## src/rtl/fp_pkg.sv

```systemverilog
// Shared single-precision field layout, constants and FSM states for the FP units.
package fp_pkg;

   localparam int EXP_W    = 8;
   localparam int MAN_W    = 23;
   localparam int BIAS     = 127;

   localparam int SIGN_BIT = 31;
   localparam int EXP_MSB  = 30;
   localparam int EXP_LSB  = 23;

   localparam logic [31:0] FP_POS_ZERO = 32'h0000_0000;
   localparam logic [30:0] FP_INF_MAG  = 31'h7F80_0000;

   typedef enum logic [2:0] {
      S_IDLE  = 3'd0,
      S_ALIGN = 3'd1,
      S_ADD   = 3'd2,
      S_NORM  = 3'd3,
      S_DONE  = 3'd4
   } state_t;

   // 24-bit significand with hidden bit; a zero exponent flushes the whole value to zero
   function automatic logic [MAN_W:0] full_man(input logic [31:0] x);
      if (x[EXP_MSB:EXP_LSB] == '0)
         return '0;
      else
         return {1'b1, x[MAN_W-1:0]};
   endfunction

endpackage

```

## src/rtl/fp_align.sv

```systemverilog
// Operand alignment: orders two operands by magnitude and right-shifts the smaller
// significand to the larger exponent (truncating, no guard/sticky bits).
module fp_align
   import fp_pkg::*;
(
   input  logic [31:0]      op_a,
   input  logic [31:0]      op_b,
   output logic             big_sign,
   output logic             small_sign,
   output logic [EXP_W-1:0] big_exp,
   output logic [MAN_W:0]   big_man,
   output logic [MAN_W:0]   small_man_aligned
);

   logic [EXP_W-1:0] a_exp, b_exp, small_exp, exp_diff;
   logic [MAN_W:0]   a_man, b_man, small_man;
   logic             a_is_big;

   // Magnitude compare (exponent first, significand on a tie), swap, then align
   always_comb begin
      a_exp     = op_a[EXP_MSB:EXP_LSB];
      b_exp     = op_b[EXP_MSB:EXP_LSB];
      a_man     = full_man(op_a);
      b_man     = full_man(op_b);
      a_is_big  = (a_exp > b_exp) || ((a_exp == b_exp) && (a_man >= b_man));

      big_sign   = a_is_big ? op_a[SIGN_BIT] : op_b[SIGN_BIT];
      small_sign = a_is_big ? op_b[SIGN_BIT] : op_a[SIGN_BIT];
      big_exp    = a_is_big ? a_exp : b_exp;
      big_man    = a_is_big ? a_man : b_man;
      small_exp  = a_is_big ? b_exp : a_exp;
      small_man  = a_is_big ? b_man : a_man;

      exp_diff   = big_exp - small_exp;
      if (exp_diff >= EXP_W'(MAN_W + 1))
         small_man_aligned = '0;
      else
         small_man_aligned = small_man >> exp_diff;
   end

endmodule

```

## src/rtl/fp_sub_seq.sv

```systemverilog
// Multicycle single-precision subtractor (result = a - b) with start/done handshake.
// b's sign is flipped on capture, after which the datapath is a signed-magnitude adder
// that normalizes one bit per cycle, so latency depends on the operands.
module fp_sub_seq
   import fp_pkg::*;
(
   input  logic        clk,
   input  logic        reset,
   input  logic        start,
   input  logic [31:0] a,
   input  logic [31:0] b,
   output logic        busy,
   output logic        done,
   output logic [31:0] result
);

   state_t state, state_nx;

   logic [31:0]      op_a, op_b;

   logic             al_big_sign, al_small_sign;
   logic [EXP_W-1:0] al_big_exp;
   logic [MAN_W:0]   al_big_man, al_small_man;

   logic             big_sign_r, small_sign_r;
   logic [EXP_W-1:0] big_exp_r;
   logic [MAN_W:0]   big_man_r, small_man_r;

   logic [MAN_W+1:0] sum_r;
   logic [EXP_W-1:0] exp_r;
   logic             sign_r;
   logic [31:0]      result_r;

   logic             norm_finish;
   logic [31:0]      norm_result;
   logic [EXP_W:0]   exp_inc;

   fp_align u_align (
      .op_a              (op_a),
      .op_b              (op_b),
      .big_sign          (al_big_sign),
      .small_sign        (al_small_sign),
      .big_exp           (al_big_exp),
      .big_man           (al_big_man),
      .small_man_aligned (al_small_man)
   );

   // State register
   always_ff @(posedge clk or posedge reset) begin
      if (reset)
         state <= S_IDLE;
      else
         state <= state_nx;
   end

   // Normalization decision for the current sum and next-state selection
   always_comb begin
      state_nx    = state;
      norm_finish = 1'b0;
      norm_result = FP_POS_ZERO;
      exp_inc     = {1'b0, exp_r} + 1'b1;

      if (sum_r[MAN_W+1]) begin
         // carry out: one right shift; an exponent of 255 or more saturates to infinity
         norm_finish = 1'b1;
         if (exp_inc >= (EXP_W+1)'(255))
            norm_result = {sign_r, FP_INF_MAG};
         else
            norm_result = {sign_r, exp_inc[EXP_W-1:0], sum_r[MAN_W:1]};
      end else if (sum_r == '0) begin
         // exact cancellation is always +0
         norm_finish = 1'b1;
         norm_result = FP_POS_ZERO;
      end else if (sum_r[MAN_W]) begin
         norm_finish = 1'b1;
         norm_result = {sign_r, exp_r, sum_r[MAN_W-1:0]};
      end else if (exp_r <= EXP_W'(1)) begin
         // a left shift would take the exponent to zero: flush to +0
         norm_finish = 1'b1;
         norm_result = FP_POS_ZERO;
      end

      case (state)
         S_IDLE:  if (start) state_nx = S_ALIGN;
         S_ALIGN: state_nx = S_ADD;
         S_ADD:   state_nx = S_NORM;
         S_NORM:  if (norm_finish) state_nx = S_DONE;
         S_DONE:  state_nx = S_IDLE;
         default: state_nx = S_IDLE;
      endcase
   end

   // Datapath registers: capture, align, add, and one-bit-per-cycle normalize
   always_ff @(posedge clk or posedge reset) begin
      if (reset) begin
         op_a         <= '0;
         op_b         <= '0;
         big_sign_r   <= 1'b0;
         small_sign_r <= 1'b0;
         big_exp_r    <= '0;
         big_man_r    <= '0;
         small_man_r  <= '0;
         sum_r        <= '0;
         exp_r        <= '0;
         sign_r       <= 1'b0;
         result_r     <= FP_POS_ZERO;
      end else begin
         case (state)
            // capture stage: subtrahend sign inverted here
            S_IDLE: begin
               if (start) begin
                  op_a <= a;
                  op_b <= {~b[SIGN_BIT], b[SIGN_BIT-1:0]};
               end
            end
            // align stage
            S_ALIGN: begin
               big_sign_r   <= al_big_sign;
               small_sign_r <= al_small_sign;
               big_exp_r    <= al_big_exp;
               big_man_r    <= al_big_man;
               small_man_r  <= al_small_man;
            end
            // add stage: larger minus smaller never goes negative
            S_ADD: begin
               if (big_sign_r == small_sign_r)
                  sum_r <= {1'b0, big_man_r} + {1'b0, small_man_r};
               else
                  sum_r <= {1'b0, big_man_r} - {1'b0, small_man_r};
               exp_r  <= big_exp_r;
               sign_r <= big_sign_r;
            end
            // normalize stage: result loaded on the way into DONE
            S_NORM: begin
               if (norm_finish) begin
                  result_r <= norm_result;
               end else begin
                  sum_r <= {sum_r[MAN_W:0], 1'b0};
                  exp_r <= exp_r - 1'b1;
               end
            end
            default: ;
         endcase
      end
   end

   assign busy   = (state != S_IDLE);
   assign done   = (state == S_DONE);
   assign result = result_r;

endmodule

```

## config.mk

```make
export PLATFORM = sky130hd
export DESIGN_NAME = fp_sub_seq
export DESIGN_NICKNAME = d
export VERILOG_FILES = /design/src/rtl/fp_pkg.sv /design/src/rtl/fp_align.sv /design/src/rtl/fp_sub_seq.sv
export SDC_FILE = /design/constraint.sdc
export NUM_CORES = 1
export LEC_CHECK = 0
export ABC_AREA = 1
export CAP_MARGIN = 10
export CORE_ASPECT_RATIO = 0.7
export CORE_MARGIN = 2
export CORE_UTILIZATION = 60
export CTS_BUF_LIST = sky130_fd_sc_hd__clkbuf_4
export CTS_CLUSTER_SIZE = 40
export DETAILED_ROUTE_END_ITERATION = 12
export HOLD_SLACK_MARGIN = 0.03
export PLACE_DENSITY = 0.79
export SLEW_MARGIN = 20
export SYNTH_ARGS = -nofsm -noshare
export SYNTH_HDL_FRONTEND = slang
export SYNTH_SLANG_ARGS = --single-unit
export TNS_END_PERCENT = 20
```

## constraint.sdc

```tcl
create_clock -name clk -period 16.5 [get_ports clk]
set_input_delay 3.3 -clock clk [delete_from_list [all_inputs] [get_ports clk]]
set_output_delay 3.3 -clock clk [all_outputs]
set_load 0.03 [all_outputs]
```

==> results.json, run 1 <==
{
  "status": "complete, no violations",
  "crit_top_cell": "nand2_1",
  "drtIter0Drc": 1321,
  "path_class": "register to register",
  "tns_ns": 0,
  "grt_max_degree": 110,
  "place.gp.congestion": 0.946,
  "grt_antenna_before_repair": 1,
  "io_buffers": 100,
  "worst-endpoint-required_ns": 17.04,
  "hold_violations": 0,
  "async_flop_share": 1.00,
  "yosysMostFrequentCell": "nand2_1",
  "startpoint_type": "register",
  "drtPass1Iterations": 7,
  "slew_headroom": 0.316,
  "synth_seq_cells": 191,
  "dieArea_um2": 22200,
  "syn_inst": 1670,
  "arrival_ns": 6.28,
  "route.vias.total": 11900,
  "cts_root_buf": "clkbuf_4",
  "fin_crit_sh": 0.348,
  "syn_area_um2": 12600,
  "placementRows": 44,
  "finalMaxSlewViolations": 0,
  "ys_top_cells_by_area": "dfrtp_1 38%, nand2_1 9.3%, nand3_1 8.0%, ha_1 6.2%, o21ai_0 5.2%",
  "worst_pin_slew_ns": 1.03,
  "cts_setup_buffers": 0,
  "grt_pass1_wl_mm": 55.7,
  "synth_top_area_share": 0.379,
  "clock_sinks": 191,
  "synth_common_cells": "311 x nand2_1, 202 x nand3_1, 191 x dfrtp_1, 152 x nor2_1, 140 x inv_1",
  "cts-resized-gates": 0,
  "utilization": 0.680,
  "first_global_vias": 11200,
  "cts_hold_buf": 0,
  "min_path_cells": 2,
  "end_kind": "register",
  "rsz0062_at_grt": "no",
  "core_um2": 20600,
  "final_nets": 1842,
  "critical-path-max-stage-delay_ns": 0.57,
  "yosys_warnings": 0,
  "synth_edf_count": 0,
  "hp-class": "register to register",
  "drive_gt1_frac": 0.0609,
  "numCtsBuffers": 17,
  "min_period_ns": 5.74,
  "start_util": 0.611,
  "setup_viol": 0,
  "reg2reg_depth": 30,
  "ant_nets": 0,
  "vias_per_cell": 5.92,
  "path_clk_slew_ns": 0.17,
  "yosysTopAreaCell": "dfrtp_1",
  "area_delta_synth_final_pct": 11.3,
  "synth_cell_type_count": 57,
  "insertion_delay_ns": 0.63,
  "die_y_um": 125,
  "htree_levels": 4,
  "routedWlPerCell_um": 16.5,
  "yosys_most_used_dff": "dfrtp_1",
  "pin_count": 101,
  "drc_errors": 0,
  "cts_tree": "yes",
  "grt_use_total": 0.312,
  "place_area_um2": 13700,
  "gr-total-overflow": 0,
  "syn_nets": 1800,
  "drt_wl_total_mm": 33.0,
  "synth-seq-area-share": 0.379,
  "slowest_stage": "xor2_2",
  "maxCapViolCount": 0,
  "clock_path_buffers": 2,
  "avgSynthCellArea_um2": 7.55,
  "fmax_ghz": 0.174,
  "crit_fanout": 71,
  "die_w_um": 177,
  "hpwl_mm": 24.6,
  "finClkSkew_ns": 0.0249,
  "design_area_um2": 14000
}
## logic make-up after synthesis
group	count (synthesis)	share of synthesized area
AO/OA/AOI/OAI	365	0.167
AND/OR/NAND/NOR	739	0.259
adder cells (fa/ha/maj)	63	0.0631
XOR/XNOR	53	0.0380
buffers and inverters	237	0.0738
flip-flops	191	0.379
multiplexers	22	0.0197
## registers in the layout, summed over array words and instances (netlist names)
register and cells:
big_sign_r 1, sum_r 25, result 32, exp_r 8, big_man_r 24, op_a 32
small_man_r 24, small_sign_r 1, sign_r 1, op_b 32, big_exp_r 8, state 3
## cells in the final DEF (no fill, tap or decap), types with 23 or more instances in the layout
master | synthesis | routed
o21a_1 | 23 | 23
nand3_1 | 202 | 201
inv_1 | 140 | 139
xor2_1 | 36 | 36
clkdlybuf4s50_1 | 0 | 100
nor2_1 | 152 | 151
ha_1 | 62 | 62
a21oi_1 | 111 | 111
o21ai_0 | 132 | 132
a31oi_1 | 27 | 27
dfrtp_1 | 191 | 191
nand2_1 | 311 | 311
## final timing paths
check	startpoint	endpoint	slack, ns
setup reg to reg	op_b[27]$_DFFE_PP0P_	small_man_r[4]$_DFFE_PP0N_	10.76
setup / recovery	op_b[27]$_DFFE_PP0P_	small_man_r[4]$_DFFE_PP0N_	10.76
hold reg to reg	big_exp_r[6]$_DFFE_PP0N_	big_exp_r[6]$_DFFE_PP0N_	0.51
min in group asynchronous	reset	result[26]$_DFFE_PP0P_	3.17
hold / removal	big_exp_r[6]$_DFFE_PP0N_	big_exp_r[6]$_DFFE_PP0N_	0.51
max in group asynchronous	reset	op_a[18]$_DFFE_PP0P_	12.04
## worst max-delay path, delay by kind of cell (launching register included)
kind,cells,cell delay (ns)
adder cells (fa/ha/maj),1,0.34
flip-flops,1,0.42
XOR/XNOR,1,0.57
AO/OA/AOI/OAI,1,0.10
AND/OR/NAND/NOR,21,2.79
buffers and inverters,6,1.37
## cell type report
class / instances / area [µm²]
diodes: 2 / 5.00
clock buffers: 17 / 128
clock inverters: 15 / 175
fillers: 1802 / 6610
inverters: 147 / 559
multi-input cells: 1242 / 6930
flip-flops and latches: 191 / 4780
well taps: 276 / 345
repair buffers: 113 / 1110
## routing by layer
metal  vias up  GRT usage  share of wire
met4         0     0.0824          0.021
met2       471      0.448           0.42
met1      5575      0.479           0.48
li1       5764          -              -
met5         -          0              0
met3        49     0.0608          0.082
## stage by stage
| stage | worst slack, ns | cells | hold WS [ns] |
|---|---|---|---|
| after floorplan | 8.00 | 1670 | 0.448 |
| after global placement | 10.96 | 1968 | 0.475 |
| after detailed placement | 10.93 | 1968 | 0.481 |
| after CTS | 10.91 | 2000 | 0.516 |
| after global routing | 10.12 | 2003 | 0.542 |
| final | 10.76 | 2003 | 0.509 |
Power of run 1 is not shown: default switching activity piles up to over one toggle a cycle in this logic, so the estimate is an artifact.
==> run 2: changes to the inputs <==
--- a/config.mk
+++ b/config.mk
@@ -9,12 +9,12 @@
 export CAP_MARGIN = 10
 export CORE_ASPECT_RATIO = 0.7
 export CORE_MARGIN = 2
-export CORE_UTILIZATION = 60
+export CORE_UTILIZATION = 55
 export CTS_BUF_LIST = sky130_fd_sc_hd__clkbuf_4
 export CTS_CLUSTER_SIZE = 40
 export DETAILED_ROUTE_END_ITERATION = 12
 export HOLD_SLACK_MARGIN = 0.03
-export PLACE_DENSITY = 0.79
+export PLACE_DENSITY = 0.76
 export SLEW_MARGIN = 20
 export SYNTH_ARGS = -nofsm -noshare
 export SYNTH_HDL_FRONTEND = slang
==> constraint.sdc (replaced) <==
create_clock -name clk -period 4.7 [get_ports clk]
set_input_delay 0.94 -clock clk [delete_from_list [all_inputs] [get_ports clk]]
set_output_delay 0.94 -clock clk [all_outputs]
set_load 0.03 [all_outputs]
==> run 2 against run 1 <==
Net effect: fmax rose by 25%; utilization down 3.0 points; critical path depth up 1; sequential share of layout area shrank 1.5 points; clock skew rose by 0.0075 ns; via count rose by 3.0%; wire length grew 8.2%; final cell count rose by 4.0%; critical endpoint is now small_man_r[3]$_DFFE_PP0N_.
==> results.json, run 2 (synthesis results as in run 1) <==
{
  "crit_fanout": 10,
  "die_w_um": 185,
  "ant_nets": 0,
  "startpoint_type": "register",
  "hold_violations": 0,
  "rsz0062_at_grt": "yes",
  "route.vias.total": 12200,
  "gr-total-overflow": 0,
  "hp-class": "register to register",
  "htree_levels": 4,
  "routedWlPerCell_um": 17.2,
  "cts_hold_buf": 0,
  "place_area_um2": 14000,
  "fmax_ghz": 0.218,
  "layout_commonest_cell": "nand2_1",
  "path_clk_slew_ns": 0.17,
  "grt_use_total": 0.297,
  "core_um2": 22600,
  "dieArea_um2": 24200,
  "slowest_stage": "dfrtp_1",
  "dpl.cell_count": 2029,
  "utilization": 0.650,
  "setup_viol": 0,
  "die_y_um": 131,
  "drtPass1Iterations": 8,
  "grt_max_degree": 90,
  "drtIter0Drc": 1577,
  "crit_top_cell": "nand2_1",
  "hpwl_mm": 26.1,
  "finClkSkew_ns": 0.0324,
  "maxCapViolCount": 0,
  "drt_wl_total_mm": 35.8,
  "first_global_vias": 11000,
  "io_buffers": 100,
  "pre_cts_ws_ns": -0.0154,
  "drc_errors": 0,
  "final_nets": 1888,
  "numCtsBuffers": 17,
  "grt_antenna_before_repair": 1,
  "cts_root_buf": "clkbuf_4",
  "pin_count": 101,
  "path_class": "register to register",
  "clock_sinks": 191,
  "start_util": 0.559,
  "area_delta_synth_final_pct": 16.3,
  "insertion_delay_ns": 0.63,
  "worst_slack_ns": 0.112,
  "vias_per_cell": 5.86,
  "slew_headroom": 0.322,
  "fin_crit_sh": 0.976,
  "finalMaxSlewViolations": 0,
  "final_cells": 2084,
  "min_period_ns": 4.59,
  "placementRows": 46,
  "cts_tree": "yes",
  "grt_pass1_wl_mm": 57.0,
  "end_kind": "register",
  "place.gp.congestion": 0.950,
  "design_area_um2": 14700,
  "critical-path-max-stage-delay_ns": 0.44,
  "worst_pin_slew_ns": 1.02,
  "clock_path_buffers": 2,
  "arrival_ns": 5.10,
  "drive_gt1_frac": 0.111,
  "status": "complete, no violations",
  "layout_common_cells": "303 x nand2_1, 191 x dfrtp_1, 187 x nand3_1",
  "worst-endpoint-required_ns": 5.21
}
==> run 2: critical path, delay by kind of cell (launching register included) <==
| kind | cells | cell delay (ns) |
|---|---|---|
| flip-flops | 1 | 0.44 |
| AND/OR/NAND/NOR | 25 | 2.94 |
| adder cells (fa/ha/maj) | 2 | 0.50 |
| buffers and inverters | 4 | 0.58 |
==> run 2: layer usage <==
metal / track usage / part of all wire / up-vias
met2: 0.442 / 0.42 / 551
met4: 0.0630 / 0.015 / 0
met3: 0.0651 / 0.092 / 44
met1: 0.445 / 0.47 / 5782
met5: 0 / 0 / -
li1: - / - / 5840
==> run 2: worst paths after layout <==
check	from	slack (ns)	depth (start not counted)	end
min in group asynchronous	reset	0.59	2	result[24]$_DFFE_PP0P_
max	op_a[24]$_DFFE_PP0P_	0.11	31	small_man_r[3]$_DFFE_PP0N_
min reg2reg	big_exp_r[4]$_DFFE_PP0N_	0.52	2	big_exp_r[4]$_DFFE_PP0N_
max in group asynchronous	reset	3.21	4	op_a[19]$_DFFE_PP0P_
min	big_exp_r[4]$_DFFE_PP0N_	0.52	2	big_exp_r[4]$_DFFE_PP0N_
max reg2reg	op_a[24]$_DFFE_PP0P_	0.11	31	small_man_r[3]$_DFFE_PP0N_
==> run 2: cell type report <==
| cell class | instances | area, µm² |
|---|---|---|
| diodes | 1 | 2.50 |
| clock buffers | 17 | 128 |
| clock inverters | 15 | 150 |
| fillers | 2062 | 7900 |
| inverters | 147 | 556 |
| multi-input cells | 1245 | 7150 |
| flip-flops and latches | 191 | 4780 |
| well taps | 312 | 390 |
| repair buffers | 156 | 1510 |
==> run 2: metrics by stage <==
stage          setup TNS, ns  hold WS [ns]
2_1_floorplan              0         0.448
3_3_place_gp               0         0.473
3_5_place_dp         -0.0154         0.482
4_1_cts                    0         0.521
5_1_grt               -0.756         0.543
6_report                   0         0.517
==> run 2: repair_timing <==
item / CTS / global route
setup buffers: 0 / 16
gates cloned: 0 / 5
setup endpoints to repair: 1 / 29
pin swaps: 0 / 17
resized for setup: 2 / 55
Power of run 2 is left out for the same reason.
